File: src/rtl/fifo_rd_unpack.sv
// Drains wide words from an FWFT FIFO read port and emits them LSB slice first as
// narrow valid/ready beats. Optional burst framing (out_last) under `STREAM_LAST_EN.
module fifo_rd_unpack #(
    parameter int IN_WIDTH  = 32,
    parameter int OUT_WIDTH = 8,
    parameter int BURST_LEN = 16
) (
    input  logic                 clk,
    input  logic                 rst_n,
    input  logic [IN_WIDTH-1:0]  fifo_rd_data,
    input  logic                 fifo_rd_empty,
    output logic                 fifo_rd_ena,
    output logic [OUT_WIDTH-1:0] out_data,
    output logic                 out_valid,
    input  logic                 out_ready,
`ifdef STREAM_LAST_EN
    output logic                 out_last,
`endif
    output logic                 busy
);

    localparam int RATIO = IN_WIDTH / OUT_WIDTH;
    localparam int IDX_W = (RATIO > 1) ? $clog2(RATIO) : 1;
    localparam logic [IDX_W-1:0] LAST_IDX = IDX_W'(RATIO - 1);

    generate
        if ((IN_WIDTH % OUT_WIDTH) != 0 || RATIO < 1 || BURST_LEN < 1) begin : g_param_err
            $error("fifo_rd_unpack: illegal IN_WIDTH/OUT_WIDTH/BURST_LEN combination");
        end
    endgenerate

    logic [IN_WIDTH-1:0] r_hold;
    logic                r_hold_vld;
    logic [IDX_W-1:0]    r_idx;

    logic w_take;
    logic w_last_slice;
    logic w_pop;

    assign w_take       = r_hold_vld & out_ready;
    assign w_last_slice = (r_idx == LAST_IDX);
    // Refill overlaps the last slice so a steady stream has no bubble between words.
    assign w_pop        = rst_n & ~fifo_rd_empty & (~r_hold_vld | (w_take & w_last_slice));

    assign fifo_rd_ena = w_pop;
    assign out_valid   = r_hold_vld;
    assign busy        = r_hold_vld;

    always_ff @(posedge clk or negedge rst_n) begin
        if (!rst_n) begin
            r_hold_vld <= 1'b0;
            r_idx      <= '0;
        end else if (w_pop) begin
            r_hold_vld <= 1'b1;
            r_idx      <= '0;
        end else if (w_take && w_last_slice) begin
            r_hold_vld <= 1'b0;
            r_idx      <= '0;
        end else if (w_take) begin
            r_idx      <= r_idx + 1'b1;
        end
    end

    // Data register needs no reset: it is only observed while r_hold_vld is set.
    always_ff @(posedge clk) begin
        if (w_pop) begin
            r_hold <= fifo_rd_data;
        end
    end

    always_comb begin
        out_data = '0;
        for (int i = 0; i < RATIO; i++) begin
            if (r_idx == IDX_W'(i)) begin
                out_data = r_hold[i*OUT_WIDTH +: OUT_WIDTH];
            end
        end
    end

`ifdef STREAM_LAST_EN
    localparam int BC_W = (BURST_LEN > 1) ? $clog2(BURST_LEN) : 1;
    localparam logic [BC_W-1:0] BC_LAST = BC_W'(BURST_LEN - 1);

    logic [BC_W-1:0] r_bcnt;

    // Burst position follows accepted beats only, independent of word boundaries.
    always_ff @(posedge clk or negedge rst_n) begin
        if (!rst_n) begin
            r_bcnt <= '0;
        end else if (w_take) begin
            r_bcnt <= (r_bcnt == BC_LAST) ? '0 : r_bcnt + 1'b1;
        end
    end

    assign out_last = r_hold_vld & (r_bcnt == BC_LAST);
`endif

endmodule
File: config.mk
export PLATFORM = sky130hd
export DESIGN_NAME = fifo_rd_unpack
export DESIGN_NICKNAME = d
export VERILOG_FILES = /design/src/rtl/fifo_rd_unpack.sv
export SDC_FILE = /design/constraint.sdc
export NUM_CORES = 1
export LEC_CHECK = 0
export ABC_AREA = 1
export BUFFER_PORTS_ARGS = -buffer_cell sky130_fd_sc_hd__buf_4
export CAP_MARGIN = 5
export CORE_ASPECT_RATIO = 1.4
export CORE_MARGIN = 10
export CORE_UTILIZATION = 50
export CTS_CLUSTER_DIAMETER = 80
export DETAILED_ROUTE_END_ITERATION = 6
export GPL_TIMING_DRIVEN = 0
export PLACE_DENSITY = 0.78
export SETUP_SLACK_MARGIN = 0.15
export SLEW_MARGIN = 5
export SYNTH_ARGS = -nofsm -noshare
export SYNTH_HDL_FRONTEND = slang
export SYNTH_SLANG_ARGS = --single-unit
export TNS_END_PERCENT = 5
File: constraint.sdc
create_clock -name clk -period 2.4 [get_ports clk]
set_input_delay 0.36 -clock clk [delete_from_list [all_inputs] [get_ports clk]]
set_output_delay 0.36 -clock clk [all_outputs]
set_load 0.005 [all_outputs]
==> out/summary.txt <==
clock slew at reported path FFs: 0.07 ns
vias per cell: 4.76
clk root buf: clkbuf_8
fin crit period: 2.14 ns
Worst Hold Path EP: r_hold[31]$_DFFE_PP_
number of flops mapped to enable cells by yosys: 32
max frequency: 468 MHz
top cell type's share of synthesized area: 61.8%
Reg2Reg Depth: 6
cell row count: 23
Worst R2R Start: r_idx[0]$_DFFE_PN0P_
Final Cycle Share: 89.1%
vias in the first global route: 1,094
Post-Route WL: 3200 um
fraction of layout cells with a size suffix above 1: 38.6%
global-route wire length before repair: 4990 um
crit path cell chain: ha_1, buf_6, nand2_1, nand2_1, nand2_1, clkinvlp_4, buf_4
count of synthesis-stage warnings from yosys: 0
Syn-to-layout area delta: 32.0%
synthesized cell area: 1550 sq um
I/O Buffers: 46
DR pass1 iterations: 5
vias: 1,076
io pins: 47
filler instances: 220
fin util: 69.9%
CP max-delay cell: dfrtp_1
final net count: 229
Post-route DRC: 0
Final Setup Violations: 0
RePlAce Congestion: 0.756
Initial Utilization: 52.9%
DIE HEIGHT: 86.0 um
largest net degree at the start of global routing: 17
initial antenna violation count: 0
DR iter-0 viols: 57
Non-Filler Instances: 226
fin. max-slew vios: 0
relative slew slack: 77.2%
HP Class: input pin to flop
CTS tree: done
Area contributors post-synth: edfxtp_1 (62%), nand2_1 (11%), a21oi_2 (5.6%)
Overflow after GRT: 0
post-DP HPWL: 2410 um
worst path required time: 2.04 ns
Inst Count DP: 216
Leak: 0.930 nW
leading area contributor after synthesis: edfxtp_1
Yosys reg bits: 35
Post-synth ARST share: 8.57%
most common library cells after synthesis: nand2_1 (45), edfxtp_1 (32), inv_1 (15), a21oi_2 (10), nand3_1 (8)
clock sink total: 35
die width: 67.1 um
Num CTS Buffers: 5
Critical Path End Type: primary output
status: finished clean
DIE AREA: 5770 sq um
clk_skew: 0.00854 ns
H-tree levels: 2
worst slew pin tran: 0.341 ns
synthesized instance count: 133
WP data arrival: 1.78 ns
Netlist cell types: 14
type of origin of the critical path: flop
Worst R2R Setup Slack: 0.50 ns
Syn Area/Cell: 11.7 sq um
final hold viol count: 0
Worst IR Drop VDD: 0.783 mV
RSZ-0062 raised after global routing: true
Setup CP Type: flop to primary output
syn_nets: 173
most frequent cell after synthesis: nand2_1
GRT Util Overall: 11.6%
latest clock arrival within the worst-skew pair: 0.28 ns
critical path's largest stage delay: 0.43 ns
buffer depth of the longest clock path: 2
Antenna diodes: 0
ys flop type: edfxtp_1
min-delay src: fifo_rd_data[31]
WHS Path Cells: 1
crit-path most repeated cell: nand2_1
post-route ant nets: 0
Seq/Total Area, Yosys: 66.7%
power per cell area: 1020 nW/um^2
core footprint: 2940 sq um
crit-path max FO: 9
maxcap violations: 0
Wirelength per Cell: 14.2 um
R2R Path End: r_hold[19]$_DFFE_PP_
[worst max path at each step]
stage,from,end,slack [ns]
after detailed placement,r_idx[0]$_DFFE_PN0P_,fifo_rd_ena,-0.10
after floorplan,r_idx[0]$_DFFE_PN0P_,r_hold[0]$_DFFE_PP_,0.45
after global routing,r_idx[0]$_DFFE_PN0P_,fifo_rd_ena,0.11
final,r_idx[0]$_DFFE_PN0P_,fifo_rd_ena,0.26
after CTS,r_idx[0]$_DFFE_PN0P_,r_hold[19]$_DFFE_PP_,0.14
after global placement,r_idx[0]$_DFFE_PN0P_,fifo_rd_ena,-0.01
[placed cells by master, fill, tap and decap left out]
master          n
nand3_1         8
a21oi_2        10
dlygate4sd3_1   1
edfxtp_1       32
dfrtp_1         3
a21oi_1         6
clkbuf_8        5
clkinv_1        1
nand2_1        45
nor2_1          2
ha_1            4
clkinvlp_4      2
buf_6           3
buf_2           1
clkinv_2        1
buf_12          1
inv_2           1
inv_1          14
buf_4          49
[layout make-up]
class / count / area, sq um / share of cell area [%]
plain buffers: 7 / 73.8 / 3.60
repair buffers: 48 / 363 / 17.7
clock buffers: 5 / 68.8 / 3.35
inverters: 16 / 63.8 / 3.11
clock inverters: 2 / 8.76 / 0.427
well taps: 37 / 46.3 / 2.26
repair inverters: 1 / 7.51 / 0.366
flip-flops and latches: 35 / 1040 / 50.5
multi-input cells: 75 / 384 / 18.7
[critical path: cells and delay by family (launching register included)]
family,cells,cell delay [ns]
buffers and inverters,3,0.49
flip-flops,1,0.43
AND/OR/NAND/NOR,3,0.36
adder cells (fa/ha/maj),1,0.22
[metrics by stage]
| stage | power, mW | area, sq um | hold slack (ns) | setup TNS, ns | worst slack [ns] |
|---|---|---|---|---|---|
| finish | 2.09 | 2050 | 0.249 | 0 | 0.261 |
| global route | 2.26 | 2050 | 0.238 | 0 | 0.115 |
| global placement | 1.70 | 1950 | 0.153 | -0.0137 | -0.0137 |
| CTS | 2.11 | 2050 | 0.244 | 0 | 0.137 |
| detailed placement | 1.72 | 1950 | 0.157 | -0.101 | -0.101 |
| floorplan | 1.34 | 1550 | 0.0644 | 0 | 0.446 |
[per-layer routing]
layer  global-route usage (%)  routed length [um]  up-vias
met1                     10.9                1130      482
met2                     19.8                1700       42
met4                     5.06                  60        0
li1                         -                   -      546
met3                     6.64                 312        6
met5                        0                   0        -
[logic make-up (layout without fill, tap and decap cells)]
logic type,after synthesis,after routing,share of synthesized area [%]
adder cells (fa/ha/maj),4,4,3.22
flip-flops,35,35,66.7
buffers and inverters,23,79,8.61
AND/OR/NAND/NOR,55,55,13.9
AO/OA/AOI/OAI,16,16,7.57
[power breakdown]
part           internal, mW  total [mW]  switching, mW
clock                 0.193       0.380          0.187
combinational         0.438       0.915          0.477
sequential            0.753       0.792         0.0391
[what timing repair did]
item / 4_1_cts / 5_1_grt
hold buffers: 1 / 0
hold endpoints to repair: 3 / 0
gates resized for setup: 1 / 1
buffers inserted: 1 / 0
cloned: 1 / 0
setup endpoints to repair: 33 / 16
[registers in the layout, indices dropped and copies added, names as in the netlist]
register and flops:
r_idx 2, r_hold 32, busy 1
Note: power is estimated with default switching activity, not from simulation.
